## src/rtl/riscv_pkg.sv

```systemverilog
// Shared RV32I fetch-side definitions: bubble instruction, instruction-memory
// FSM states and a small PC alignment helper.
package riscv_pkg;

  localparam logic [31:0] RV_NOP = 32'h0000_0013;

  typedef enum logic [1:0] {
    CLEAR = 2'd0,
    PROG  = 2'd1,
    RUN   = 2'd2
  } imem_state_t;

  function automatic logic word_aligned(input logic [1:0] byte_off);
    return byte_off == 2'b00;
  endfunction

endpackage

```

## src/rtl/imem_array.sv

```systemverilog
// Instruction storage: one synchronous write port and one synchronous read
// port with read-enable, written so it infers a block RAM.
module imem_array #(
  parameter int AW = 7,
  parameter int DW = 32
) (
  input  logic          clk,
  input  logic          we,
  input  logic [AW-1:0] waddr,
  input  logic [DW-1:0] wdata,
  input  logic          re,
  input  logic [AW-1:0] raddr,
  output logic [DW-1:0] rdata
);

  logic [DW-1:0] r_mem [2**AW];
  logic [DW-1:0] r_rdata;

  always_ff @(posedge clk) begin
    if (we) r_mem[waddr] <= wdata;
    if (re) r_rdata <= r_mem[raddr];
  end

  assign rdata = r_rdata;

endmodule

```

## src/rtl/instr_mem_sync.sv

```systemverilog
// Writable, synchronous-read instruction memory between the PC and IF/ID:
// self-clearing after reset, runtime programming port, stall/flush-aware fetch.
import riscv_pkg::*;

module instr_mem_sync #(
  parameter int               INS_ADDRESS = 9,
  parameter int               INS_W       = 32,
  parameter logic [INS_W-1:0] NOP_WORD    = RV_NOP
) (
  input  logic                   clk,
  input  logic                   reset,
  input  logic [INS_ADDRESS-1:0] ra,
  input  logic                   req,
  input  logic                   stall,
  input  logic                   flush,
  output logic [INS_W-1:0]       rd,
  output logic                   rd_valid,
  output logic                   misalign,
  input  logic                   prog_en,
  input  logic                   prog_we,
  input  logic [INS_ADDRESS-3:0] prog_addr,
  input  logic [INS_W-1:0]       prog_data,
  output logic                   mem_ready
);

  localparam int            AW       = INS_ADDRESS - 2;
  localparam int            DEPTH    = 2 ** AW;
  localparam logic [AW-1:0] CLR_LAST = AW'(DEPTH - 1);

  imem_state_t      r_state;
  logic [AW-1:0]    r_clr_cnt;
  logic             r_from_mem;
  logic             r_rd_valid;
  logic             r_misalign;
  logic             r_mem_ready;

  logic             w_aligned;
  logic             w_re;
  logic             w_we;
  logic [AW-1:0]    w_waddr;
  logic [INS_W-1:0] w_wdata;
  logic [INS_W-1:0] w_rdata;

  assign w_aligned = word_aligned(ra[1:0]);

  // The RAM output register doubles as the fetch data register: it only
  // reloads on a real aligned fetch, so stalls hold it for free.
  assign w_re = (r_state == RUN) && !prog_en && !flush && !stall && req && w_aligned;

  always_comb begin
    w_we    = 1'b0;
    w_waddr = prog_addr;
    w_wdata = prog_data;
    if (r_state == CLEAR) begin
      w_we    = 1'b1;
      w_waddr = r_clr_cnt;
      w_wdata = NOP_WORD;
    end else if (r_state == PROG) begin
      w_we    = prog_we;
    end
  end

  imem_array #(
    .AW (AW),
    .DW (INS_W)
  ) u_array (
    .clk   (clk),
    .we    (w_we),
    .waddr (w_waddr),
    .wdata (w_wdata),
    .re    (w_re),
    .raddr (ra[INS_ADDRESS-1:2]),
    .rdata (w_rdata)
  );

  always_ff @(posedge clk or posedge reset) begin
    if (reset) begin
      r_state     <= CLEAR;
      r_clr_cnt   <= '0;
      r_from_mem  <= 1'b0;
      r_rd_valid  <= 1'b0;
      r_misalign  <= 1'b0;
      r_mem_ready <= 1'b0;
    end else begin
      case (r_state)
        CLEAR: begin
          r_from_mem <= 1'b0;
          r_rd_valid <= 1'b0;
          r_misalign <= 1'b0;
          if (r_clr_cnt == CLR_LAST) begin
            r_state     <= prog_en ? PROG : RUN;
            r_mem_ready <= !prog_en;
          end else begin
            r_clr_cnt <= r_clr_cnt + 1'b1;
          end
        end
        PROG: begin
          r_from_mem <= 1'b0;
          r_rd_valid <= 1'b0;
          r_misalign <= 1'b0;
          if (!prog_en) begin
            r_state     <= RUN;
            r_mem_ready <= 1'b1;
          end
        end
        RUN: begin
          if (prog_en) begin
            r_state     <= PROG;
            r_mem_ready <= 1'b0;
            r_from_mem  <= 1'b0;
            r_rd_valid  <= 1'b0;
            r_misalign  <= 1'b0;
          end else if (flush) begin
            r_from_mem <= 1'b0;
            r_rd_valid <= 1'b0;
            r_misalign <= 1'b0;
          end else if (!stall) begin
            r_from_mem <= req && w_aligned;
            r_rd_valid <= req;
            r_misalign <= req && !w_aligned;
          end
        end
        default: begin
          r_state     <= CLEAR;
          r_clr_cnt   <= '0;
          r_from_mem  <= 1'b0;
          r_rd_valid  <= 1'b0;
          r_misalign  <= 1'b0;
          r_mem_ready <= 1'b0;
        end
      endcase
    end
  end

  assign rd        = r_from_mem ? w_rdata : NOP_WORD;
  assign rd_valid  = r_rd_valid;
  assign misalign  = r_misalign;
  assign mem_ready = r_mem_ready;

endmodule

```

## config.mk

```make
export PLATFORM = sky130hd
export DESIGN_NAME = instr_mem_sync
export DESIGN_NICKNAME = d
export VERILOG_FILES = /design/src/rtl/riscv_pkg.sv /design/src/rtl/imem_array.sv /design/src/rtl/instr_mem_sync.sv
export SDC_FILE = /design/constraint.sdc
export NUM_CORES = 2
export LEC_CHECK = 0
export ABC_CLOCK_PERIOD_IN_PS = 8270
export BUFFER_PORTS_ARGS = -buffer_cell sky130_fd_sc_hd__buf_2
export CAP_MARGIN = 0
export CORE_MARGIN = 2
export CORE_UTILIZATION = 25
export DETAILED_ROUTE_END_ITERATION = 10
export SYNTH_ARGS = -nofsm -noshare
export SYNTH_HDL_FRONTEND = slang
export SYNTH_SLANG_ARGS = --single-unit
```

## constraint.sdc

```tcl
create_clock -name clk -period 8.27 [get_ports clk]
set_input_delay 1.654 -clock clk [delete_from_list [all_inputs] [get_ports clk]]
set_output_delay 1.654 -clock clk [all_outputs]
set_load 0.01 [all_outputs]
```

# Word level (Yosys, flattened, before mapping)
# Memory sizes are Yosys's and may differ from the RTL's. A register that Yosys moved wholly into a read port is not among the register bits.
# Cells that the tools add are included.
[word_totals]
mem_count = 1
inputBits = 55
ramBits = 4096
wordCells = 63
ff_bits = 13
[memory_table]
columns = ["memory", "depth", "word_bits", "rd", "rd_clocked_by_memory_dff", "wr", "line_no", "text"]
rows = [
  ["u_array.r_mem", 128, 32, 1, 1, 1, "imem_array.sv:16", "logic [DW-1:0] r_mem [2**AW];"],
]
[classes]
add_sub_neg = 1
bitwise_logic = 1
n_eq_ne = 8
muxes = 30
n_reduce_logical = 16
[ops]
columns = ["cell", "count"]
rows = [
  ["two-way mux 32 bit", 2],
  ["two-way mux 1 bit", 19],
  ["two-way mux 7 bit", 2],
  ["one-hot mux 7 bit (2 select lines)", 1],
  ["two-way mux 2 bit", 4],
  ["adder 7 x 1 -> 7 bit, second input constant", 1],
  ["== test 7 bit, second input constant", 1],
  ["logical AND 1 bit", 7],
  ["inequality test 2 bit, second input constant", 3],
  ["one-hot mux 2 bit (3 select lines)", 1],
  ["zero test 1 bit", 4],
  ["zero test 2 bit", 2],
  ["inequality test 4 bit, second input constant", 1],
  ["one-hot mux 1 bit (3 select lines)", 1],
  ["AND reduction 3 bit", 1],
  ["== test 2 x 1 -> 1 bit, second input constant", 1],
  ["== test 2 bit, second input constant", 1],
  ["inequality test 2 x 1 -> 1 bit, second input constant", 1],
  ["AND reduction 2 bit", 1],
  ["OR reduction 2 bit", 1],
  ["inverter 1 bit", 1],
]

# Depth between registers and ports, before layout
[logic_depth]
ltp_word = 7
mapped_depth = 8
depth_no_buf = 6

# Modules after synthesis
# A second synthesis with hierarchy kept.
[unflattened]
cells_unflattened = 6154
area_unflattened_um2 = 157875.2
[by_module_without_submodules]
columns = ["mod", "seq_area_each_um2", "area_each_um2", "instances", "cells_each"]
rows = [
  ["imem_array", 123958.9, 156596.4, 1, 5990],
  ["instr_mem_sync", 325.3, 1278.7, 1, 164],
]

# Least setup slack after synthesis
# OpenSTA, ideal clock, no wires.
[synth_timing]
kind = "input to register"
from = "input port prog_en"
to = "register u_array.r_rdata[0], in the netlist u_array.rdata[0], read port of u_array.r_mem (enable)"
stages = 3
setup_time_ns = 0.515
arrival_ns = 5.515
path_slack_ns = 2.240
cell_sequence = "nand2b_1 -> or2_2 -> nor4b_1"
[synth_via]
elab_chain_cells = 6
[synth_lines]
columns = ["element", "line_no", "text"]
rows = [
  ["start, declared", "instr_mem_sync.sv:19", "input logic prog_en,"],
  ["zero test 1 bit", "--", ""],
  ["logical AND 1 bit (5 in a row)", "instr_mem_sync.sv:48", "assign w_re = (r_state == RUN) && !prog_en && !flush && !stall && req && w_aligned;"],
  ["via u_array.re", "imem_array.sv:11", "input logic re,"],
  ["end, declared", "imem_array.sv:17", "logic [DW-1:0] r_rdata;"],
]
# The timed path passes the listed nets, and every way through them passes these cells.
# A chain may end at the register's enable or synchronous reset.

==> impl_results.md <==
- Worst-case clock buffer depth: 4
- Die width: 799 um
- Core Rows: 291
- Maximum number of pins on one net before global-route repair: 133
- Fin crit share: 0.563
- Synth Flop Type: edfxtp_1
- Number of vias per cell: 4.79
- Worst hold-check path type: register to register
- Cts hold-fix bufs: 0
- Slew Limit Fails: 0
- Die height: 799 um
- Nets@finish: 6663
- Area leader, netlist: edfxtp_1
- Netlist cell types: 43
- Root buffer cell: clkbuf_16
- Post-CTS sizing: 0
- MaxCap Viol Count: 0
- FF+latch count, synth: 4141
- WL final: 440000 um
- Synth cell count leaders: edfxtp_1, mux4_2, clkbuf_1
- Skew-Pair Late Insertion Delay: 0.97 ns
- CP max-delay cell: buf_4
- Synthesized cell area: 158000 um^2
- Die footprint: 638000 um^2
- Worst setup path category: primary input to register
- Post-synth ARST share: 0.00314
- Clock sinks: 4141
- Routed length per instance: 28.8 um
- Number of buffers created by CTS: 418
- Final setup viols: 0
- 1st-pass router iterations: 8
- Inst Count DP: 14.5k
- Worst Max-Slew Pin Slew: 1.42 ns
- Clock Skew: 0.0628 ns
- Yosys Warn Count: 0
- Cells after synthesis: 6162
- Sw Pwr: 11800 uW
- Post-DP HPWL: 252000 um
- First-pass GRT wire length: 603000 um
- Number of global-route vias before repair: 73.4k
- Via Count: 73.3k
- Total Negative Setup Slacks: 0 ns
- Number of flops mapped to enable cells by yosys: 4128
- Max Clk Rate: 215 MHz
- Gate power share: 0.102
- Fin crit period: 4.66 ns
- Antenna violations before repair: 50
- Detail Route Antenna Nets: 0
- Most common cell in the synthesized netlist: edfxtp_1
- GP Congestion: 0.802
- Status: finished clean
- Total GRT Usage: 0.133
- CP required: 8.99 ns
- CTS clock-pin slew for the worst setup and hold paths: 0.06 ns
- CP cell instances: buf_12 -> buf_4 -> buf_4 -> mux4_2 -> mux4_2 -> mux4_2 -> mux2_2
- Core area: 628000 um^2
- Yosys top cell area share: 0.785
- Slew margin rel.: 0.0513
- Share of the yosys chip area belonging to registers: 0.787
- IO Pins: 90
- Sequential cell fraction of total power: 0.520
- Synth top area cells: edfxtp_1, mux4_2, clkbuf_1
- Area grow syn2layout: 16.7%
- PD cells: 263 nW/um^2
- Placed instance area: 171000 um^2
- First DRT Iteration DRCs: 11.6k
- Setup bufs post-CTS: 0
- Final Hold Fails: 0
- Initial Util: 0.251
- Crit Path Max Fanout: 67
- Mapped Nets: 6221
- CP dominant cell by count: mux4_2
- H-tree levels: 5
- Clk pwr share: 0.378
- Drc violations: 0
- RSZ-0062 raised after global routing: no
- P_int: 36600 uW
- Layout cells sized above 1: 0.356
- Non-filler cells, final: 15.3k
- Total congestion overflow: 0
- Synthesized area per cell: 25.6 um^2
- Worst IR Drop VDD: 352 uV
- Cell area after layout: 184000 um^2
- Largest stage delay, worst path: 0.65 ns
- Leakage: 0.0552 uW
- Critical Path AT: 5.38 ns
- Worst setup SP type: primary input
- TritonCTS clock tree: built
- Critical Path End Type: register
- PortBufs: 89
- Switching Share: 0.245
==> state kept, by name (all words and copies together) (netlist names) <==
signal	count
u_array.r_mem	4096
rd_valid	1
r_clr_cnt	7
misalign	1
r_state	2
r_from_mem	1
mem_ready	1
u_array.rdata	32
==> through the flow <==
step / util / setup WS, ns / total power (uW) / hold WS, ns
after global routing: 0.293 / 3.48 / 49700 / 0.576
after detailed placement: 0.272 / 2.54 / 30600 / 0.525
after floorplan: - / 2.24 / 28200 / 0.525
after CTS: 0.293 / 3.59 / 48700 / 0.541
after global placement: 0.272 / 2.54 / 30300 / 0.540
final: 0.293 / 3.61 / 48400 / 0.535
==> final timing paths <==
kind,start,end,slack (ns),depth (start not counted)
min in group asynchronous,reset,misalign,0.71,2
min reg2reg,rd_valid,rd_valid,0.53,2
max in group asynchronous,reset,r_clr_cnt[3],7.21,2
max,ra[2],u_array.rdata[27],3.61,7
min,rd_valid,rd_valid,0.53,2
max reg2reg,r_state[0],u_array.r_mem[89][15],3.69,6
==> placed cells by master, fill, tap and decap left out, types with 6 or more instances in the layout <==
cell type,Yosys,layout
nor2b_4,0,29
clkinv_16,0,7
bufinv_16,0,31
nor2_1,134,6
and2_1,30,30
nand2_1,35,27
mux4_2,1344,1344
a21oi_1,8,8
buf_2,67,83
diode_2,0,10
nand2_2,0,8
clkbuf_16,0,422
inv_16,0,6
inv_1,10,10
mux2_2,32,32
clkinv_1,0,91
buf_4,2,230
clkinv_2,0,79
clkinvlp_4,0,15
nand2b_1,10,10
buf_12,0,29
inv_6,0,6
dfrtp_1,13,13
nor2_4,0,128
o21ai_0,11,9
edfxtp_1,4128,4128
clkbuf_1,191,93
==> power groups by stage <==
stage	combinational (uW)	clock (uW)	sequential, uW
after detailed placement	4930	0	25600
final	4940	18300	25200
after CTS	4930	18500	25200
after global placement	4700	0	25600
after floorplan	2340	0	25800
after global routing	5180	19300	25200
==> logic make-up after synthesis <==
kind of cell	Yosys count	synth area share
fa+ha+maj	4	0.000317
simple gates	265	0.00786
mux	1376	0.194
buf+inv	333	0.00859
flops	4141	0.787
compound gates	43	0.00185
==> critical path: cells and delay by family <==
kind	cells	cell delay, ns
multiplexers	4	2.04
buffers and inverters	3	1.49
==> cell type report <==
| type | count | area, um^2 |
|---|---|---|
| timing repair buffer | 345 | 2770 |
| multi-input combinational | 1688 | 33500 |
| clock buffer | 515 | 10900 |
| clock inverter | 241 | 2240 |
| inverter | 10 | 37.5 |
| fill | 60100 | 444000 |
| sequential | 4141 | 124000 |
| antenna | 10 | 25.0 |
| tap | 8350 | 10400 |
==> layer usage <==
metal | vias to the layer above | track usage | routed length, um
met1 | 40600 | 0.187 | 177000
met4 | 14 | 0.0321 | 10900
met2 | 4207 | 0.210 | 205000
li1 | 27900 | - | -
met3 | 595 | 0.0318 | 47300
met5 | - | 0 | 99
Power figures use the tool's default switching activity.
